**src/rtl/lcd_pkg.sv**
```systemverilog
// lcd_pkg: shared constants and types for the HD44780-compatible bus responder.
//  - Character and DDRAM address-map constants (line bases, line ends, visible length).
//  - Instruction bit masks used by the command decoder.
//  - The responder FSM state type.
package lcd_pkg;

    localparam logic [7:0] LCD_SPACE  = 8'h20;
    localparam logic [6:0] LINE2_BASE = 7'h40;
    localparam int         LINE_LEN   = 16;
    localparam logic [6:0] LINE1_END  = 7'h27;
    localparam logic [6:0] LINE2_END  = 7'h67;

    // The highest set bit of an instruction selects the command.
    localparam logic [7:0] CMD_CLEAR   = 8'h01;
    localparam logic [7:0] CMD_HOME    = 8'h02;
    localparam logic [7:0] CMD_ENTRY   = 8'h04;
    localparam logic [7:0] CMD_DISPCTL = 8'h08;
    localparam logic [7:0] CMD_OTHER   = 8'h70;  // shift / function set / CGRAM address
    localparam logic [7:0] CMD_DDRAM   = 8'h80;

    typedef enum logic [1:0] {
        IDLE  = 2'd0,
        CLEAR = 2'd1,
        BUSY  = 2'd2
    } lcd_state_e;

endpackage

```
**src/rtl/lcd_addr_map.sv**
```systemverilog
// lcd_addr_map: DDRAM address helper shared by the write and read paths.
//  addr      in  7  DDRAM address counter value
//  inc       in  1  entry-mode I/D bit (1 = increment)
//  valid     out 1  address is one of the 32 visible cells
//  idx       out 5  shadow index (0-15 line 1, 16-31 line 2)
//  next_addr out 7  address after one step, wrapping 0x27<->0x40 and 0x67<->0x00
module lcd_addr_map
    import lcd_pkg::*;
(
    input  logic [6:0] addr,
    input  logic       inc,
    output logic       valid,
    output logic [4:0] idx,
    output logic [6:0] next_addr
);

    // Visible-cell decode and next-address computation.
    always_comb begin
        valid     = 1'b0;
        idx       = 5'd0;
        next_addr = addr;
        if (addr < 7'(LINE_LEN)) begin
            valid = 1'b1;
            idx   = {1'b0, addr[3:0]};
        end else if ((addr >= LINE2_BASE) && (addr < (LINE2_BASE + 7'(LINE_LEN)))) begin
            valid = 1'b1;
            idx   = {1'b1, addr[3:0]};
        end else begin
            valid = 1'b0;
            idx   = 5'd0;
        end
        if (inc) begin
            if (addr == LINE1_END) begin
                next_addr = LINE2_BASE;
            end else if (addr == LINE2_END) begin
                next_addr = 7'h00;
            end else begin
                next_addr = addr + 7'd1;
            end
        end else begin
            if (addr == 7'h00) begin
                next_addr = LINE2_END;
            end else if (addr == LINE2_BASE) begin
                next_addr = LINE1_END;
            end else begin
                next_addr = addr - 7'd1;
            end
        end
    end

endmodule

```
**src/rtl/lcd_bus_responder.sv**
```systemverilog
// lcd_bus_responder: HD44780-compatible responder for the character-LCD bus.
// Decodes bus writes into a 2x16 DDRAM shadow, an address counter and a busy flag.
// Optional macro LCD_RESP_READ_EN enables status/data reads on the bus.
// Ports:
//  iCLK, iRST            clock, synchronous active-high reset
//  iLCD_EN/RS/RW/DATA    asynchronous LCD bus from the initiator
//  oLCD_DATA, oLCD_DATA_OE  read data and its drive enable
//  iRD_IDX, oRD_CHAR     host shadow read port (1-cycle latency)
//  oADDR, oBUSY, oDISP_ON, oOVERRUN  address counter, busy, display-on, dropped-write pulse
module lcd_bus_responder
    import lcd_pkg::*;
#(
    parameter int BUSY_CYCLES  = 2000,
    parameter int CLEAR_CYCLES = 82000
)(
    input  logic       iCLK,
    input  logic       iRST,
    input  logic       iLCD_EN,
    input  logic       iLCD_RS,
    input  logic       iLCD_RW,
    input  logic [7:0] iLCD_DATA,
    output logic [7:0] oLCD_DATA,
    output logic       oLCD_DATA_OE,
    input  logic [4:0] iRD_IDX,
    output logic [7:0] oRD_CHAR,
    output logic [6:0] oADDR,
    output logic       oBUSY,
    output logic       oDISP_ON,
    output logic       oOVERRUN
);

    localparam int CNT_MAX = (CLEAR_CYCLES > BUSY_CYCLES) ? CLEAR_CYCLES : BUSY_CYCLES;
    localparam int CNT_W   = $clog2(CNT_MAX + 1);
    localparam logic [CNT_W-1:0] CNT_BUSY  = CNT_W'(BUSY_CYCLES);
    localparam logic [CNT_W-1:0] CNT_HOME  = CNT_W'(CLEAR_CYCLES);
    // The 32 fill cycles of CLEAR count toward the total clear busy time.
    localparam logic [CNT_W-1:0] CNT_CLEAR = CNT_W'(CLEAR_CYCLES - 32);

    logic             en_s1_r, en_s2_r, en_d_r;
    logic             rs_s1_r, rs_s2_r, rw_s1_r, rw_s2_r;
    logic [7:0]       data_s1_r, data_s2_r;
    logic             cap_rs_r, cap_rw_r;
    logic [7:0]       cap_data_r;
    logic             stb_r;

    lcd_state_e       state_r;
    logic [CNT_W-1:0] cnt_r;
    logic [4:0]       clr_idx_r;
    logic [6:0]       addr_r;
    logic             id_r;
    logic             busy_r;
    logic             disp_on_r;
    logic             overrun_r;
    logic [7:0]       rd_char_r;
    logic [7:0]       shadow_r [32];

    logic             map_valid_s;
    logic [4:0]       map_idx_s;
    logic [6:0]       map_next_s;
    logic             wr_stb_s, accept_s, rd_step_s;
    logic             sh_we_s;
    logic [4:0]       sh_widx_s;
    logic [7:0]       sh_wdata_s;

    lcd_addr_map u_addr_map (
        .addr      (addr_r),
        .inc       (id_r),
        .valid     (map_valid_s),
        .idx       (map_idx_s),
        .next_addr (map_next_s)
    );

    // Bus synchronizers, transaction capture while EN is high, registered falling-edge strobe.
    always_ff @(posedge iCLK) begin
        if (iRST) begin
            en_s1_r    <= 1'b0;
            en_s2_r    <= 1'b0;
            en_d_r     <= 1'b0;
            rs_s1_r    <= 1'b0;
            rs_s2_r    <= 1'b0;
            rw_s1_r    <= 1'b0;
            rw_s2_r    <= 1'b0;
            data_s1_r  <= 8'h00;
            data_s2_r  <= 8'h00;
            cap_rs_r   <= 1'b0;
            cap_rw_r   <= 1'b0;
            cap_data_r <= 8'h00;
            stb_r      <= 1'b0;
        end else begin
            en_s1_r   <= iLCD_EN;
            en_s2_r   <= en_s1_r;
            en_d_r    <= en_s2_r;
            rs_s1_r   <= iLCD_RS;
            rs_s2_r   <= rs_s1_r;
            rw_s1_r   <= iLCD_RW;
            rw_s2_r   <= rw_s1_r;
            data_s1_r <= iLCD_DATA;
            data_s2_r <= data_s1_r;
            stb_r     <= en_d_r & ~en_s2_r;
            if (en_s2_r) begin
                cap_rs_r   <= rs_s2_r;
                cap_rw_r   <= rw_s2_r;
                cap_data_r <= data_s2_r;
            end
        end
    end

    // Write acceptance and shadow write-port selection.
    always_comb begin
        wr_stb_s   = stb_r & ~cap_rw_r;
        accept_s   = wr_stb_s & (state_r == IDLE);
        sh_we_s    = 1'b0;
        sh_widx_s  = 5'd0;
        sh_wdata_s = LCD_SPACE;
        if (iRST) begin
            sh_we_s = 1'b0;
        end else if (state_r == CLEAR) begin
            sh_we_s    = 1'b1;
            sh_widx_s  = clr_idx_r;
            sh_wdata_s = LCD_SPACE;
        end else if (accept_s && cap_rs_r && map_valid_s) begin
            sh_we_s    = 1'b1;
            sh_widx_s  = map_idx_s;
            sh_wdata_s = cap_data_r;
        end else begin
            sh_we_s = 1'b0;
        end
    end

    // Responder FSM: command/data decode, clear fill, busy timing and overrun pulse.
    always_ff @(posedge iCLK) begin
        if (iRST) begin
            state_r   <= CLEAR;
            busy_r    <= 1'b1;
            cnt_r     <= {CNT_W{1'b0}};
            clr_idx_r <= 5'd0;
            addr_r    <= 7'h00;
            id_r      <= 1'b1;
            disp_on_r <= 1'b0;
            overrun_r <= 1'b0;
        end else begin
            overrun_r <= wr_stb_s & (state_r != IDLE);
            case (state_r)
                IDLE: begin
                    if (accept_s) begin
                        busy_r  <= 1'b1;
                        state_r <= BUSY;
                        cnt_r   <= CNT_BUSY;
                        if (cap_rs_r) begin
                            addr_r <= map_next_s;
                        end else if ((cap_data_r & CMD_DDRAM) != 8'h00) begin
                            addr_r <= cap_data_r[6:0];
                        end else if ((cap_data_r & CMD_OTHER) != 8'h00) begin
                            addr_r <= addr_r;
                        end else if ((cap_data_r & CMD_DISPCTL) != 8'h00) begin
                            disp_on_r <= cap_data_r[2];
                        end else if ((cap_data_r & CMD_ENTRY) != 8'h00) begin
                            id_r <= cap_data_r[1];
                        end else if ((cap_data_r & CMD_HOME) != 8'h00) begin
                            addr_r <= 7'h00;
                            cnt_r  <= CNT_HOME;
                        end else if ((cap_data_r & CMD_CLEAR) != 8'h00) begin
                            addr_r    <= 7'h00;
                            id_r      <= 1'b1;
                            state_r   <= CLEAR;
                            clr_idx_r <= 5'd0;
                        end else begin
                            addr_r <= addr_r;
                        end
                    end
                end
                CLEAR: begin
                    clr_idx_r <= clr_idx_r + 5'd1;
                    if (clr_idx_r == 5'd31) begin
                        if (CNT_CLEAR == {CNT_W{1'b0}}) begin
                            state_r <= IDLE;
                            busy_r  <= 1'b0;
                        end else begin
                            state_r <= BUSY;
                            cnt_r   <= CNT_CLEAR;
                        end
                    end
                end
                BUSY: begin
                    if (cnt_r <= CNT_W'(1)) begin
                        state_r <= IDLE;
                        busy_r  <= 1'b0;
                        cnt_r   <= {CNT_W{1'b0}};
                    end else begin
                        cnt_r <= cnt_r - CNT_W'(1);
                    end
                end
                default: begin
                    state_r <= IDLE;
                    busy_r  <= 1'b0;
                end
            endcase
            // Data reads step the address even while busy; never coincides with a write.
            if (rd_step_s) begin
                addr_r <= map_next_s;
            end
        end
    end

    // Shadow DDRAM storage; contents are initialised by the CLEAR fill after reset.
    always_ff @(posedge iCLK) begin
        if (sh_we_s) begin
            shadow_r[sh_widx_s] <= sh_wdata_s;
        end
    end

    // Host read port.
    always_ff @(posedge iCLK) begin
        if (iRST) begin
            rd_char_r <= LCD_SPACE;
        end else begin
            rd_char_r <= shadow_r[iRD_IDX];
        end
    end

`ifdef LCD_RESP_READ_EN
    logic [7:0] bus_char_s;
    logic [7:0] bus_rd_r;
    logic       bus_oe_r;

    // Character at the address counter, spaces for invisible addresses.
    always_comb begin
        if (map_valid_s) begin
            bus_char_s = shadow_r[map_idx_s];
        end else begin
            bus_char_s = LCD_SPACE;
        end
    end

    assign rd_step_s = stb_r & cap_rw_r & cap_rs_r;

    // Bus read data: status (busy + address) or character while a read is enabled.
    always_ff @(posedge iCLK) begin
        if (iRST) begin
            bus_oe_r <= 1'b0;
            bus_rd_r <= 8'h00;
        end else if (en_s2_r && rw_s2_r) begin
            bus_oe_r <= 1'b1;
            bus_rd_r <= rs_s2_r ? bus_char_s : {busy_r, addr_r};
        end else begin
            bus_oe_r <= 1'b0;
            bus_rd_r <= 8'h00;
        end
    end

    assign oLCD_DATA_OE = bus_oe_r;
    assign oLCD_DATA    = bus_rd_r;
`else
    assign rd_step_s    = 1'b0;
    assign oLCD_DATA_OE = 1'b0;
    assign oLCD_DATA    = 8'h00;
`endif

    assign oRD_CHAR = rd_char_r;
    assign oADDR    = addr_r;
    assign oBUSY    = busy_r;
    assign oDISP_ON = disp_on_r;
    assign oOVERRUN = overrun_r;

endmodule

```
**config.mk**
```make
export PLATFORM = sky130hd
export DESIGN_NAME = lcd_bus_responder
export DESIGN_NICKNAME = d
export VERILOG_FILES = /design/src/rtl/lcd_pkg.sv /design/src/rtl/lcd_addr_map.sv /design/src/rtl/lcd_bus_responder.sv
export SDC_FILE = /design/constraint.sdc
export NUM_CORES = 1
export LEC_CHECK = 0
export ABC_AREA = 1
export BUFFER_PORTS_ARGS = -buffer_cell sky130_fd_sc_hd__buf_2
export CORE_MARGIN = 4
export CORE_UTILIZATION = 58
export DETAILED_ROUTE_END_ITERATION = 8
export PLACE_DENSITY = 0.79
export REMOVE_ABC_BUFFERS = 1
export SLEW_MARGIN = 30
export SYNTH_ARGS = -nofsm -noshare
export SYNTH_HDL_FRONTEND = slang
export SYNTH_SLANG_ARGS = --single-unit
```
**constraint.sdc**
```tcl
create_clock -name iCLK -period 3.25 [get_ports iCLK]
set_clock_uncertainty 0.15 [all_clocks]
set_input_delay 0.325 -clock iCLK [delete_from_list [all_inputs] [get_ports iCLK]]
set_output_delay 0.325 -clock iCLK [all_outputs]
set_load 0.02 [all_outputs]
```
==> After elaboration in Yosys (flattened, before gate mapping) <==
Memory sizes are Yosys's and may differ from the RTL's. A register that Yosys moved wholly into a read port is not among the register bits.
Cells that the tools add are included.
{ "classes": {"n_addsub": 4, "order_cmp": 4, "n_eq_ne": 20, "mux": 63, "bitwise_logic": 11, "reduce_logical": 18} }
{ "op_table": {"columns": ["operator", "n"], "rows": [
  ["17-bit two-way mux", 9],
  ["7-bit two-way mux", 12],
  ["5-bit two-way mux", 13],
  ["17-bit case mux with 3 select lines", 1],
  ["8-bit two-way mux", 3],
  ["2-bit two-way mux", 10],
  ["2-bit != test, second input constant", 9],
  ["17-bit by 1-bit <= comparator with 1-bit output, second input constant", 1],
  ["17-bit by 1-bit subtractor with 17-bit output, second input constant", 1],
  ["7-bit == test, second input constant", 2],
  ["1-bit two-way mux", 12],
  ["6-bit AND reduction", 2],
  ["5-bit case mux with 2 select lines", 1],
  ["3-bit AND reduction", 3],
  ["9-bit AND reduction", 1],
  ["8-bit AND reduction", 1],
  ["8-bit nonzero test", 1],
  ["7-bit by 1-bit adder with 7-bit output, second input constant", 1],
  ["7-bit by 6-bit == test with 1-bit output, second input constant", 1],
  ["7-bit greater-or-equal comparator, second input constant", 1],
  ["7-bit logical NOT", 1],
  ["7-bit by 5-bit < comparator with 1-bit output, second input constant", 1],
  ["7-bit < comparator, second input constant", 1],
  ["1-bit inverter", 7],
  ["16 further kinds", 25]
]} }
{ "word_totals": {"regBits": 69, "ram_bits": 256, "input_bits": 18, "mem_count": 1} }
{ "mem_list": {"columns": ["name", "words", "width", "read_ports", "rd_clocked_by_memory_dff", "write_ports", "line_no", "source"], "rows": [
  ["shadow_r", 32, 8, 1, 1, 1, "lcd_bus_responder.sv:55", "logic [7:0] shadow_r [32];"]
]} }

==> Depth between registers and ports, before layout <==
{ "depth": {"depth_word": 10, "ltp_mapped": 12} }

==> Hierarchy <==
A second synthesis with hierarchy kept.
{ "unflattened": {"cells_unflattened": 1367, "hier_area_um2": 14234.9} }
{ "by_module_without_submodules": {"columns": ["mod", "instances", "cells_each", "area_per_inst_um2", "seq_area_each_um2"], "rows": [
  ["lcd_bus_responder", 1, 1275, 13773.2, 9228.9],
  ["lcd_addr_map", 1, 92, 461.7, 0.0]
]} }

==> Worst setup path after synthesis <==
No wires, ideal clock.
{ "synth_path": {"path_type": "register to register", "from": "reg state_r[0]", "to": "mem shadow_r[0][0] (data pin)", "setup_ps": 445, "arrival_time_ps": 2265, "setup_slack_ps": 390, "path_stages_with_launch": 8, "path_buffers": 1, "synth_period_minus_slack_ps": 2860, "cell_sequence": "dfxtp_1 -> inv_1 -> ha_1 -> nand3_2 -> clkinv_2 -> nand3_2 -> buf_6 -> nor3_1"} }
{ "synth_between": {"elab_chain_len": 7, "word_cells_on_any_way": 8, "classes_between": "1 x eq/ne; 3 x mux; 1 x bitwise; 3 x reduce/logical"} }
{ "synth_lines": {"columns": ["element", "line_no", "source"], "rows": [
  ["start, declared", "lcd_bus_responder.sv:46", "lcd_state_e state_r;"],
  ["start signal, assigned", "lcd_bus_responder.sv:133", "state_r <= CLEAR;"],
  ["start signal, assigned", "lcd_bus_responder.sv:147", "state_r <= BUSY;"],
  ["start signal, assigned", "lcd_bus_responder.sv:165", "state_r <= CLEAR;"],
  ["2-bit logical NOT", "lcd_bus_responder.sv:111", "accept_s = wr_stb_s & (state_r == IDLE);"],
  ["1-bit bitwise AND", "lcd_bus_responder.sv:111", null],
  ["1-bit logical AND (2 in a row)", "lcd_bus_responder.sv:121", "end else if (accept_s && cap_rs_r && map_valid_s) begin"],
  ["8-bit two-way mux", "lcd_bus_responder.sv:121", null],
  ["8-bit two-way mux *", "lcd_bus_responder.sv:117", "end else if (state_r == CLEAR) begin"],
  ["8-bit two-way mux *", "lcd_bus_responder.sv:115", "if (iRST) begin"],
  ["net sh_wdata_s[0]", "lcd_bus_responder.sv:63", "logic [7:0] sh_wdata_s;"],
  ["end, declared", "lcd_bus_responder.sv:55", null]
]} }
Mark *: on every way through the listed nets, which the timed path passes. The rest lies on a longest branch.

==> Worst setup path in the final report <==
{ "layout_path": {"from": "reg state_r[1]", "to": "mem shadow_r[21][6], enable pin"} }
{ "layout_between": {"elab_chain_len": 9, "word_cells_on_any_way": 13, "classes_between": "1 x eq/ne; 8 x mux; 1 x bitwise; 3 x reduce/logical"} }
{ "layout_lines": {"columns": ["element", "line_no", "source"], "rows": [
  ["2-bit logical NOT", "lcd_bus_responder.sv:111", null],
  ["1-bit bitwise AND", "lcd_bus_responder.sv:111", null],
  ["1-bit logical AND (2 in a row)", "lcd_bus_responder.sv:121", null],
  ["1-bit two-way mux", "lcd_bus_responder.sv:121", null],
  ["1-bit two-way mux", "lcd_bus_responder.sv:117", null],
  ["1-bit two-way mux", "lcd_bus_responder.sv:115", null],
  ["1-bit two-way mux", "lcd_bus_responder.sv:207", "if (sh_we_s) begin"],
  ["1-bit two-way mux (implied by the code)", "lcd_bus_responder.sv:208", "shadow_r[sh_widx_s] <= sh_wdata_s;"]
]} }
Several ways; a longest one is shown, not always the timed one.

==> impl_metrics.tcl <==
set metrics [dict create \
    grt_overflow 0 \
    p_sw_frac 0.295 \
    hold_path.class "in2reg" \
    ctsRootBufferMaster "clkbuf_16" \
    yosys_warnings 0 \
    fin_ws_ps 223 \
    route.detailed.drc 0 \
    synth_top_area_frac 0.544 \
    cts_tree "yes" \
    ys.flop_type "edfxtp_1" \
    worst_setup_path_start_kind "flop" \
    finalHoldViolCount 0 \
    arrival_ps 3010 \
    synth_edf_count 256 \
    maxSlewHeadroom 0.521 \
    fp.dieW_um 164 \
    max_cap_viol_count 0 \
    worstSkewPairLatency_ps 510 \
    antenna_found_initial 0 \
    m1WireLength_um 12600 \
    seq_area_frac_synth 0.653 \
    crit_chain "inv_1 -> ha_1 -> inv_2 -> nand2_1 -> nor2_1 -> a21oi_1 -> nand2_2 -> nor2_1" \
    grt_pass1_wl_um 51100 \
    vias 10255 \
    startpoint "state_r[1]$_SDFFE_PP0P_" \
    fp-row-count 56 \
    worst_path_most_repeated_cell "nor2_1" \
    drv_slew 0 \
    cts_max_level 2 \
    finalSetupViolCount 0 \
    cts_buffers 34 \
    synth_seq_cells 333 \
    post_cts_buffers 0 \
    postRouteAntennaNets 0 \
    power.density_nw_per_um2 679 \
    vdd.ir_drop.worst_mv 0.604 \
    grt_max_degree 90 \
    synth_largest_area_cell "edfxtp_1" \
    die_h_um 164 \
    drt_iter0_markers 1355 \
    fin_setup_tns_ps 0 \
    io_buffers 35 \
    synth_cells 1412 \
    worstPathRequired_ps 3230 \
    clkPwrFrac 0.338 \
    seqPwrFrac 0.463 \
    nNetsFinal 1493 \
    hp-start "iRD_IDX[4]" \
    met2_length_um 16300 \
    p_sw_mw 3.19 \
    r2r_slack_ps 220 \
    power_leakage_nw 6.17 \
    routedWlPerCell_um 17.9 \
    min_period_ps 3030 \
    dp_hpwl_um 20300 \
    yosysUniqueCellTypes 39 \
    via_per_inst 5.67 \
    worstMarginPinSlew_ps 719 \
    ios 45 \
    drive_above_1_share 0.105 \
    area_growth_syn_to_layout_pct 12.5 \
    clk_path_buf_depth 3 \
    async_flop_share 0 \
    critPathMaxFanout 19 \
    routed_wirelength_um 32400 \
    grt_usage 0.244 \
    timing.rr.end "shadow_r[21][6]$_DFFE_PP_" \
    start_util 0.595 \
    rsz0062_at_grt "no" \
    cp_slowest_stage_delay_ps 590 \
    clkTransAtPathRegs_ps 60 \
    crit_end "shadow_r[21][6]$_DFFE_PP_" \
    status "finished clean" \
    place_congestion 0.925 \
    core_area_um2 23800 \
    fmax_mhz 330 \
    syn_area_per_cell_um2 10.0 \
    p_comb_frac 0.198 \
    diodes 0 \
    crit_slowest_cell "nor2_1" \
    synthesis.area_um2 14100 \
    hold-worst-slack_ps 225 \
    dp_slack_ps 278 \
    reg2regPathDepth 8 \
    min_period_over_period 0.931 \
    power.internal_mw 7.61 \
    top_layer "met4" \
    r2r_start "state_r[1]$_SDFFE_PP0P_" \
    grt_pass1_vias 9811 \
    detailedRoute.firstPassIterationCount 6 \
    end_kind "flop" \
    cts_num_sinks 333 \
    route.met3.wl_um 2420 \
    ys_top_cells_by_area "edfxtp_1, dfxtp_1, nand2_1, nand3_1, nor2_1" \
    critPathKind "reg2reg" \
    die_area_um2 26900 \
]
through the flow:
| step | power [mW] | util | cell area, um2 | instances |
|---|---|---|---|---|
| detailed placement | 7.17 | 0.620 | 14700 | 1736 |
| floorplan | 6.57 | - | 13800 | 1343 |
| global route | 11.3 | 0.670 | 15900 | 1809 |
| global placement | 7.12 | 0.620 | 14700 | 1736 |
| finish | 10.8 | 0.670 | 15900 | 1809 |
| CTS | 10.8 | 0.670 | 15900 | 1809 |
worst max-delay path: cells and delay by family, from the launching register on:
kind            cells  cell delay, ps
fa+ha+maj           1             360
buf+inv             2             340
compound gates      1             390
simple gates        4            1080
flops               1             330
how the worst min path moves through the flow:
| stage | cells past startpoint | end |
|---|---|---|
| 2_1_floorplan | 2 | data_s2_r[0]$_SDFF_PP0_ |
| 3_3_place_gp | 2 | data_s2_r[2]$_SDFF_PP0_ |
| 3_5_place_dp | 2 | data_s2_r[0]$_SDFF_PP0_ |
| 4_1_cts | 4 | oRD_CHAR[5]$_SDFF_PP1_ |
| 5_1_grt | 4 | oRD_CHAR[5]$_SDFF_PP1_ |
| 6_report | 4 | oRD_CHAR[5]$_SDFF_PP1_ |
cell type report:
type                       count  area [um2]
sequential                   333        9230
fill                        1693        7850
multi-input combinational    929        4310
clock buffer                  44         972
timing repair buffer          86         603
tap                          319         399
inverter                      81         307
clock inverter                17        90.1
synthesized netlist by cell type, types with 7 or more instances:
cell / n
nand2_1: 309
edfxtp_1: 256
nor2_1: 205
nand3_1: 168
o21ai_0: 91
dfxtp_1: 77
inv_1: 75
a21oi_1: 50
clkbuf_1: 34
buf_2: 27
o211ai_1: 14
nor3_1: 12
xor2_1: 11
buf_4: 10
ha_1: 10
nand4_1: 10
o22ai_1: 8
o21a_1: 7
placed cells by master, fill, tap and decap left out, types with 4 or more instances in the layout:
| cell type | instances |
|---|---|
| nand2_1 | 309 |
| edfxtp_1 | 256 |
| nor2_1 | 205 |
| nand3_1 | 168 |
| o21ai_0 | 91 |
| dfxtp_1 | 77 |
| inv_1 | 75 |
| a21oi_1 | 50 |
| buf_4 | 39 |
| clkbuf_16 | 37 |
| buf_2 | 34 |
| o211ai_1 | 14 |
| clkinv_2 | 12 |
| dlygate4sd3_1 | 12 |
| xor2_1 | 11 |
| nand4_1 | 10 |
| ha_1 | 10 |
| conb_1 | 9 |
| o22ai_1 | 8 |
| nor3_2 | 7 |
| o21a_1 | 7 |
| nor3_1 | 5 |
| clkbuf_1 | 5 |
| inv_2 | 4 |
| nand2_2 | 4 |
logic make-up after synthesis:
kind of cell	count (synthesis)	share of synthesized area
and+or+nand+nor	717	0.212
DFF	333	0.653
AOI/OAI and AO/OA	179	0.0702
buffers and inverters	158	0.0476
xor gates and xnor gates	14	0.00867
adders and majority gates	10	0.00885
other	1	0.000265
flip-flops by register name (all words and copies together), names as in the netlist, 2 cells and up:
name,cells
shadow_r,256
cnt_r,17
cap_data_r,8
data_s1_r,8
data_s2_r,8
oRD_CHAR,8
oADDR,7
clr_idx_r,5
state_r,2
power groups by stage:
stage / Sequential (mW) / Clock (mW) / Combinational [mW]
after floorplan: 5.06 / 0 / 1.51
after global placement: 5.08 / 0 / 2.04
after detailed placement: 5.09 / 0 / 2.09
after CTS: 5.00 / 3.70 / 2.12
after global routing: 5.03 / 3.90 / 2.41
final: 5.00 / 3.65 / 2.14
what timing repair did:
item	in CTS	in global routing
hold endpoints to repair	13	0
endpoints found under the setup margin	0	0
resized for setup	0	0
hold buffers	12	0
routing by layer:
| metal | GRT usage | up-vias |
|---|---|---|
| li1 | - | 4903 |
| met1 | 0.314 | 4821 |
| met2 | 0.424 | 447 |
| met3 | 0.0359 | 84 |
| met4 | 0.0896 | 0 |
| met5 | 0 | - |
(Power assumes the default switching activity.)
